===== config.mk =====
export PLATFORM = sky130hd
export DESIGN_NAME = round_robin_sel
export DESIGN_NICKNAME = d
export VERILOG_FILES = /design/src/rtl/round_robin_sel.sv
export SDC_FILE = /design/constraint.sdc
export NUM_CORES = 1
export LEC_CHECK = 0
export CORE_AREA = 3 3 46 48
export DETAILED_ROUTE_END_ITERATION = 16
export DIE_AREA = 0 0 49 51
export MAX_ROUTING_LAYER = met4
export PLACE_DENSITY = 0.77
export SETUP_SLACK_MARGIN = 0.2
export SYNTH_ARGS = -nofsm -noshare
export SYNTH_HDL_FRONTEND = slang
export SYNTH_SLANG_ARGS = --single-unit

===== constraint.sdc =====
create_clock -name clk -period 1.6 [get_ports clk]
set_input_delay 0.16 -clock clk [delete_from_list [all_inputs] [get_ports clk]]
set_output_delay 0.16 -clock clk [all_outputs]
set_load 0.1 [all_outputs]

===== src/rtl/round_robin_sel.sv =====
// Round-robin selector for four sources (a..d) feeding a two-level 2:1 mux tree.
// A grant lasts up to BURST completed beats, or until the granted request drops.
// At release the next winner loads on the same edge, so there is no bubble.
// Optional build macro RR_SEL_LOCK_EN: lock=1 on the burst-end beat extends the grant.
module round_robin_sel #(
  parameter int unsigned BURST = 4
) (
  input  logic       clk,
  input  logic       rst_n,
  input  logic [3:0] req,
  input  logic       lock,
  input  logic       ready,
  output logic       sel1,
  output logic       sel2,
  output logic       sel3,
  output logic [3:0] grant,
  output logic       valid
);

  typedef enum logic [0:0] {StIdle, StGrant} state_e;

  localparam logic [3:0] BurstLast = 4'(BURST - 1);

  state_e     state_q, state_d;
  logic [3:0] grant_q, grant_d;
  logic [1:0] last_q, last_d;
  logic [3:0] cnt_q, cnt_d;
  logic       sel1_q, sel1_d;
  logic       sel2_q, sel2_d;
  logic       sel3_q, sel3_d;

  logic       win_found;
  logic [1:0] win_idx;
  logic [1:0] cand;
  logic       beat;
  logic       burst_end;
  logic       lock_hold;
  logic       release_now;

`ifdef RR_SEL_LOCK_EN
  assign lock_hold = lock;
`else
  logic unused_lock;
  assign unused_lock = lock;
  assign lock_hold   = 1'b0;
`endif

  // grant_q is zero in idle, so valid is low there without a state term.
  assign valid     = |(req & grant_q);
  assign beat      = valid & ready;
  assign burst_end = beat && (cnt_q == BurstLast);

  // Rotating priority search starting just after the most recent grant.
  // last_q always holds the granted index while granting, so the released
  // index is used as the search base without extra muxing.
  always_comb begin
    win_found = 1'b0;
    win_idx   = 2'd0;
    cand      = 2'd0;
    for (int i = 1; i <= 4; i++) begin
      cand = last_q + 2'(i);
      if (!win_found && req[cand]) begin
        win_found = 1'b1;
        win_idx   = cand;
      end
    end
  end

  // Next-state: load a winner, count beats, release and re-arbitrate.
  always_comb begin
    state_d     = state_q;
    grant_d     = grant_q;
    last_d      = last_q;
    cnt_d       = cnt_q;
    sel1_d      = sel1_q;
    sel2_d      = sel2_q;
    sel3_d      = sel3_q;
    release_now = 1'b0;

    unique case (state_q)
      StIdle: begin
        if (win_found) begin
          state_d = StGrant;
          grant_d = 4'b0001 << win_idx;
          last_d  = win_idx;
          cnt_d   = 4'd0;
          sel1_d  = (win_idx == 2'd0);
          sel2_d  = (win_idx == 2'd2);
          sel3_d  = ~win_idx[1];
        end
      end
      StGrant: begin
        release_now = !req[last_q] || (burst_end && !lock_hold);
        if (release_now) begin
          if (win_found) begin
            grant_d = 4'b0001 << win_idx;
            last_d  = win_idx;
            cnt_d   = 4'd0;
            sel1_d  = (win_idx == 2'd0);
            sel2_d  = (win_idx == 2'd2);
            sel3_d  = ~win_idx[1];
          end else begin
            state_d = StIdle;
            grant_d = 4'd0;
            cnt_d   = 4'd0;
            sel1_d  = 1'b0;
            sel2_d  = 1'b0;
            sel3_d  = 1'b0;
          end
        end else if (burst_end) begin
          // Locked burst end: keep the grant and start a fresh burst.
          cnt_d = 4'd0;
        end else if (beat) begin
          cnt_d = cnt_q + 4'd1;
        end
      end
      default: state_d = StIdle;
    endcase
  end

  // State register; last resets to 3 so source a has first priority.
  always_ff @(posedge clk or negedge rst_n) begin
    if (!rst_n) begin
      state_q <= StIdle;
      grant_q <= 4'd0;
      last_q  <= 2'd3;
      cnt_q   <= 4'd0;
      sel1_q  <= 1'b0;
      sel2_q  <= 1'b0;
      sel3_q  <= 1'b0;
    end else begin
      state_q <= state_d;
      grant_q <= grant_d;
      last_q  <= last_d;
      cnt_q   <= cnt_d;
      sel1_q  <= sel1_d;
      sel2_q  <= sel2_d;
      sel3_q  <= sel3_d;
    end
  end

  assign grant = grant_q;
  assign sel1  = sel1_q;
  assign sel2  = sel2_q;
  assign sel3  = sel3_q;

endmodule

; Word-level counts from Yosys, hierarchy flattened
; Cells that the tools add are included.
[totals]
in_bits = 8
reg_bits = 14
[op_classes]
n_lt_le_gt_ge = 4
n_reduce_logical = 13
n_eq_ne = 5
n_shift = 1
add_sub_neg = 4
muxes = 43
bitwise = 4
[op_table]
columns = operator, n
row1 = 2-to-1 mux 4 bit, 7
row2 = 2-to-1 mux 1 bit, 19
row3 = case mux 4 bit (2 select lines), 2
row4 = "< comparator 2 x 3 -> 1 bit, second input constant", 4
row5 = 2-to-1 mux 2 bit, 6
row6 = binary-select mux 1 bit (select 2 bit), 4
row7 = case mux 1 bit (2 select lines), 4
row8 = "adder 2 bit, second input constant", 2
row9 = "adder 4 x 1 -> 4 bit, second input constant", 1
row10 = bitwise AND 4 bit, 1
row11 = "== test 4 x 2 -> 1 bit, second input constant", 1
row12 = logical AND 1 bit, 4
row13 = zero test 1 bit, 4
row14 = "!= test 4 x 1 -> 1 bit, second input constant", 1
row15 = case mux 2 bit (2 select lines), 1
row16 = AND reduction 2 bit, 2
row17 = OR reduction 4 bit, 1
row18 = "<< shifter 1 x 2 -> 4 bit, first input constant", 1
row19 = "adder 2 x 1 -> 2 bit, second input constant", 1
row20 = "== test 2 bit, second input constant", 1
row21 = zero test 2 bit, 1
row22 = "!= test 2 x 1 -> 1 bit, second input constant", 1
row23 = "!= test 2 bit, second input constant", 1
row24 = NOT 1 bit, 2
row25 = 2 further kinds, 2

; Longest topological paths before layout
; Gate-level depths: netlist of run 1.
[logic_depth]
ltp_word = 17
depth_mapped = 5

; Worst setup path after synthesis of run 1
; No wires, ideal clock.
[synth_path]
path_type = register to output
startpoint = reg grant_q[2], in the netlist grant[2]
endpoint = out valid
n_path_buf = 0
required_time_ns = 1.440
arrival_ns = 1.953
path_stages_with_launch = 3
setup_slack_ns = -0.513
path_cell_list = dfrtp_1 -> a22oi_1 -> nand2_1
[synth_between]
elab_chain_len = 2
[synth_lines]
columns = element, line
row1 = "start, declared", 25  ; logic [3:0] grant_q, grant_d;
row2 = "start signal, assigned", 133  ; grant_q <= grant_d;
row3 = bitwise AND 4 bit, 49  ; assign valid = |(req & grant_q);
row4 = OR reduction 4 bit, 49
row5 = "end, declared", 17  ; output logic valid
; Every way passes these cells.

; Worst setup path after layout of run 1
[layout_path]
startpoint = reg last_q[1]
endpoint = reg grant_q[0], in the netlist grant[0]
[layout_between]
elab_chain_len = 17
[layout_lines]
columns = element, line
row1 = "start, declared", 26  ; logic [1:0] last_q, last_d;
row2 = "start signal, assigned", 134  ; last_q <= last_d;
row3 = adder 2 x 1 -> 2 bit, 61  ; cand = last_q + 2'(i);
row4 = binary-select mux 1 bit (select 2 bit), 62  ; if (!win_found && req[cand]) begin
row5 = 2-to-1 mux 1 bit (not written as such), 62
row6 = 2-to-1 mux 1 bit, 62
row7 = zero test 1 bit, 62
row8 = logical AND 1 bit, 62
row9 = 2-to-1 mux 1 bit, 62
row10 = zero test 1 bit, 62
row11 = logical AND 1 bit, 62
row12 = 2-to-1 mux 1 bit, 62
row13 = zero test 1 bit, 62
row14 = logical AND 1 bit, 62
row15 = 2-to-1 mux 2 bit, 62
row16 = << shifter 1 x 2 -> 4 bit, "84, 96"
row17 = 2-to-1 mux 4 bit, 95  ; if (win_found) begin
row18 = 2-to-1 mux 4 bit, 94  ; if (release_now) begin
row19 = case mux 4 bit (2 select lines), 80  ; unique case (state_q)
; Parallel ways exist; a longest one is shown, timed or not. The select of a mux whose other input is x is not followed.
; A chain may end at the register's enable or synchronous reset.

==> results of run 1 <==
[kinds of logic after synthesis]
kind of cell / Yosys count / share of synthesized area [%]
adders and majority gates: 1 / 1.706
xor gates and xnor gates: 2 / 2.390
muxes: 3 / 4.266
AOI/OAI and AO/OA: 27 / 30.21
and+or+nand+nor: 19 / 14.85
DFF: 12 / 41.30
buffers and inverters: 8 / 5.289
[cell usage in the layout (no fill, tap or decap), types with 4 or more instances in the layout]
| master | count |
|---|---|
| dfrtp_1 | 6 |
| buf_12 | 8 |
| buf_6 | 4 |
| buf_4 | 17 |
| nand2_1 | 4 |
| inv_1 | 5 |
| nand2b_1 | 4 |
[routing by layer]
layer / track usage [%] / part of all wire [%]
met2: 31.67 / 51
met4: 12.32 / 2.2
met5: - / 0
met3: 2.041 / 5.6
met1: 24.18 / 41
[what timing repair did]
action / CTS / global route
pin swaps: 14 / 6
setup buffers: 3 / 0
endpoints found under the setup margin: 12 / 12
gates cloned: 0 / 0
gates resized for setup: 14 / 5
[critical path, delay by kind of cell (launching register included)]
family	cells	cell delay (ps)
AOI/OAI and AO/OA	2	410
muxes	1	260
DFF	1	580
and+or+nand+nor	1	270
[area by class of cell]
class                      count  area share (%)
clock buffer                   4           2.843
inverter                       5           1.471
sequential                    12           24.71
timing repair buffer          35           30.78
multi-input combinational     52           37.75
tap                           25           2.451
[flip-flops by register name, summed over array words and instances, names as in the netlist]
| name | cells |
|---|---|
| grant | 4 |
| cnt_q | 4 |
| sel3 | 1 |
| last_q | 2 |
| state_q | 1 |
[worst paths after layout]
kind,startpoint,end,slack (ps),depth (start not counted)
min reg2reg,sel3,sel3,560,1
min,req[2],state_q,170,2
min in group asynchronous,rst_n,grant[0],240,1
max,last_q[1],grant[0],-7,4
max in group asynchronous,rst_n,grant[2],940,1
max reg2reg,last_q[1],grant[0],-7,4
[through the flow]
stage                     std cells  worst slack (ps)  cell area [um^2]  hold slack [ps]  utilization, %
after detailed placement        126            -246.7              1132            532.6           64.87
after global routing            133            -96.81              1276            181.6           73.12
after CTS                       133            -9.760              1250            247.1           71.61
after floorplan                  72            -4.421             772.0           -135.6               -
after global placement          126            -181.0              1132            520.4           64.87
final                           133            -7.397              1276            168.2           73.12
[power groups by stage]
stage | clock network (mW) | logic, mW | registers, mW
2_1_floorplan | 0 | 0.819 | 0.874
3_3_place_gp | 0 | 1.75 | 0.579
3_5_place_dp | 0 | 1.78 | 0.585
4_1_cts | 0.249 | 2.00 | 0.545
5_1_grt | 0.262 | 2.17 | 0.567
6_report | 0.241 | 2.07 | 0.551
==> impl_metrics.py, run 1 <==
metrics = {
    "outcome": {
        "status": "finished with violations",
        "violations": "negative setup slack",
    },
    "clock_tree": {
        "clock_sinks": 12,
        "clkLatencyLatePin_ps": 270,
        "numCtsBuffers": 3,
        "cts_tree": "done",
        "clock_tree.root_cell": "clkbuf_4",
        "hold_buffers": 0,
        "clock_path_buffers": 2,
        "cts_max_level": 1,
        "clkTransAtPathRegs_ps": 80,
    },
    "timing": {
        "final-hold-violation-count": 0,
        "max_slew_margin_pct": 62.77,
        "post-route-min-period_ps": 1607,
        "rsz0062_at_grt": "true",
        "fin_setup_tns_ps": -10.65,
        "period_share_pct": 100.5,
        "setup_viol": 2,
        "clock_skew_ps": 4.843,
        "slew_viol_final": 0,
        "fin_ws_ps": -7.397,
        "max_freq_mhz": 622.1,
        "worstMarginPinSlew_ps": 556.7,
    },
    "logic_synthesis": {
        "synth_most_common_cell": "dfrtp_1",
        "ys_seq_elements": 12,
        "yosys.area.top_type": "dfrtp_1",
        "syn_area_per_cell_um2": 10.18,
        "netlist_instances": 72,
        "synth_top_area_share_pct": 34.13,
        "synth_edf_count": 0,
        "synth_fp_nets": 81,
        "synth.area.top_cells": "dfrtp_1 34%, dfstp_2 7.2%, nand2b_1 3.4%, a32o_1 2.7%, mux2i_1 2.7%",
        "ys_top_cells_by_count": "10 x dfrtp_1, 5 x inv_1, 5 x nand2_1, 4 x nand2b_1, 4 x nor2_1",
        "ys_warn_count": 0,
        "synth_cell_types": 36,
        "ys.flop_type": "dfrtp_1",
        "async_flop_share_pct": 100.0,
        "synthesis.area_um2": 733.2,
        "synth_seq_area_share_pct": 41.30,
    },
    "floorplanning": {
        "die_area_um2": 2499,
        "die_h_um": 51,
        "coreArea_um2": 1745,
        "initial_core_util_pct": 42.01,
        "fp.dieW_um": 49,
        "io_pins": 16,
        "num_rows": 15,
    },
    "global_route": {
        "grt-ovfl-total": 0,
        "grt_pass1_wl_mm": 3.594,
        "gr-usage-all-layers_pct": 19.78,
        "grt_pass1_vias": 769,
        "antenna_found_initial": 0,
        "grt_max_degree": 13,
    },
    "pwr": {
        "power.density_nw_per_um2": 2244,
        "internal_power_mw": 1.479,
        "leakagePower_nw": 0.5384,
        "pwr-share-seq_pct": 19.3,
        "irDropWorstVdd_mv": 1.665,
        "combPwrFrac_pct": 72.3,
        "power.total_mw": 2.863,
        "switching_share_pct": 48.36,
        "p_switching_mw": 1.385,
        "clkPwrFrac_pct": 8.4,
    },
    "final_layout": {
        "drive_above_1_share_pct": 56.48,
        "fillers": 125,
        "antenna_cells": 0,
        "seqCellArea_um2": 315.3,
        "fin_nets": 118,
        "area_growth_pct": 74.06,
        "multi_input_area_um2": 481.7,
    },
    "min_path": {
        "min_path_type": "in2reg",
    },
    "place": {
        "gp_congestion": 0.7572,
        "dp_hpwl_mm": 1.476,
        "io_buffers": 14,
    },
    "worst_setup_path": {
        "end_kind": "flop",
        "cpMaxStageDelayCell": "dfstp_2",
        "cp.arrival_ps": 1780,
        "max_stage_delay_ps": 580,
        "path_class": "reg2reg",
        "cp.required_ps": 1780,
        "worstPathCellList": "mux2i_2 -> o22ai_1 -> or2_4 -> o32ai_2",
        "critPathMaxFanout": 3,
        "startpoint_type": "flop",
    },
    "drt": {
        "wl_per_cell_um": 16.20,
        "drt_wl_total_mm": 2.154,
        "drc": 0,
        "viasPerCell": 5.549,
        "first_iter_violations": 12,
        "num_vias": 738,
        "ant_nets": 0,
        "firstDrtPassIters": 4,
    },
    "run": {
        "max-cap-violations": 0,
    },
}
Power figures use the tool's default switching activity.
==> run 2: changes to the inputs <==
- HOLD_SLACK_MARGIN: unset -> 0.12
- MAX_ROUTING_LAYER: met4 -> unset
==> run 2 against run 1 <==
Effect of this change:
- the run still ends with negative setup slack left
- sequential share of layout area did not move
- design area did not move
- count of clock-buffer cells in the layout did not move
- sequential power barely moved
- via count rose by 0.14%
- worst hold slack barely moved
- setup slack got worse by 7.7 ps
- core utilization did not move
- cell count did not move
- clock skew rose by 0.60 ps
- critical path type unchanged
- largest power group unchanged
==> impl_metrics.py, run 2 (same netlist as run 1, synthesis figures left out) <==
metrics = {
    "outcome": {
        "status": "finished with violations",
        "violations": "negative setup slack",
    },
    "final_layout": {
        "layout_commonest_cell": "buf_4",
        "finish.instance_area_um2": 1276,
        "seqCellArea_um2": 315.3,
        "multi_input_area_um2": 481.7,
        "fin_nets": 118,
        "fillers": 125,
        "antenna_cells": 0,
        "final_cell_mix": "17 x buf_4, 8 x buf_12, 6 x dfrtp_1, 5 x inv_1",
        "area_growth_pct": 74.06,
        "drive_above_1_share_pct": 56.48,
    },
    "timing": {
        "slew_viol_final": 0,
        "setup_viol": 3,
        "clock_skew_ps": 5.444,
        "whs_ps": 168.6,
        "max_freq_mhz": 619.1,
        "fin_ws_ps": -15.14,
        "final-hold-violation-count": 0,
        "max_slew_margin_pct": 63.34,
        "rsz0062_at_grt": "true",
        "worstMarginPinSlew_ps": 548.2,
        "period_share_pct": 100.9,
        "post-route-min-period_ps": 1615,
    },
    "worst_setup_path": {
        "r2r_start": "last_q[1]",
        "reg2reg_depth": 4,
        "r2r_end": "grant[0]",
        "path_class": "reg2reg",
        "cp.required_ps": 1780,
        "crit_end": "grant[0]",
        "startpoint_type": "flop",
        "max_stage_delay_ps": 580,
        "critPathMaxFanout": 3,
        "path_buf_inv": 0,
        "path_depth": 4,
        "end_kind": "flop",
        "cpMaxStageDelayCell": "dfstp_2",
        "worstPathCellList": "mux2i_2 -> o22ai_1 -> or2_4 -> o32ai_2",
        "critPathTopFamily": "flip-flops",
        "crit_start": "last_q[1]",
        "cp.arrival_ps": 1790,
        "r2r_setup_slack_ps": -20,
    },
    "floorplanning": {
        "io_pins": 16,
        "num_rows": 15,
        "die_h_um": 51,
        "coreArea_um2": 1745,
        "fp.dieW_um": 49,
        "initial_core_util_pct": 42.01,
        "die_area_um2": 2499,
    },
    "global_route": {
        "grt_pass1_wl_mm": 3.588,
        "gr-usage-all-layers_pct": 19.19,
        "antenna_found_initial": 0,
        "grt_max_degree": 13,
        "grt_pass1_vias": 767,
        "grt-ovfl-total": 0,
    },
    "clock_tree": {
        "cts_max_level": 1,
        "hold_buffers": 0,
        "clock_path_buffers": 2,
        "numCtsBuffers": 3,
        "clkTransAtPathRegs_ps": 80,
        "cts_tree": "done",
        "clkLatencyLatePin_ps": 270,
        "clock_tree.root_cell": "clkbuf_4",
        "clock_sinks": 12,
    },
    "run": {
        "max-cap-violations": 0,
    },
    "pwr": {
        "power.density_nw_per_um2": 2246,
        "irDropWorstVdd_mv": 1.665,
        "leakagePower_nw": 0.5384,
    },
    "min_path": {
        "min_from": "req[2]",
        "min_path_type": "in2reg",
    },
    "drt": {
        "firstDrtPassIters": 4,
        "drc": 0,
        "num_vias": 739,
        "ant_nets": 0,
        "drt_wl_total_mm": 2.159,
        "first_iter_violations": 5,
        "viasPerCell": 5.556,
        "wl_per_cell_um": 16.23,
    },
    "place": {
        "dp_hpwl_mm": 1.476,
        "place_area_um2": 1132,
        "gp_congestion": 0.7477,
        "io_buffers": 14,
    },
}
## run 2: cell counts in the layout (fill, tap and decap cells not counted)
No cell type changed its count.
## run 2: metal layers
| layer | vias up | routed length [um] | GRT usage, % |
|---|---|---|---|
| li1 | 342 | - | - |
| met1 | 361 | 912 | 23.81 |
| met2 | 34 | 1122 | 31.67 |
| met3 | 2 | 102 | 2.332 |
| met4 | 0 | 21 | 12.32 |
| met5 | - | 0 | 0 |
## run 2: through the flow
| step | setup WS [ps] | setup TNS [ps] | total power [mW] | util, % | std cells |
|---|---|---|---|---|---|
| final | -15.14 | -33.12 | 2.867 | 73.12 | 133 |
| after global routing | -96.86 | -483.5 | 2.994 | 73.12 | 133 |
| after CTS | -9.760 | -9.760 | 2.790 | 71.61 | 133 |
| after detailed placement | -246.7 | -2225 | 2.368 | 64.87 | 126 |
| after global placement | -181.0 | -1548 | 2.333 | 64.87 | 126 |
| after floorplan | -4.421 | -4.421 | 1.693 | - | 72 |
## run 2: power breakdown
group          total, mW  switching (mW)  internal, mW
logic               2.07            1.17         0.904
clock network      0.241           0.103         0.138
registers          0.552           0.116         0.437
total               2.87            1.39          1.48
## run 2: cell type report
type / count / area share, %
well taps: 25 / 2.451
inverters: 5 / 1.471
clock buffers: 4 / 2.843
flip-flops and latches: 12 / 24.71
repair buffers: 35 / 30.78
multi-input cells: 52 / 37.75
## run 2: worst min-delay path by stage
stage,end,slack [ps],depth (start not counted)
detailed placement,cnt_q[3],530,2
global placement,cnt_q[3],520,2
floorplan,cnt_q[0],-140,0
global route,state_q,180,2
CTS,state_q,250,1
finish,state_q,170,2
## run 2: timing repair
item | CTS | global route
endpoints found under the hold margin | 0 | 0
pin swaps | 14 | 5
setup buffers | 3 | 0
resized for setup | 14 | 5
endpoints found under the setup margin | 12 | 12
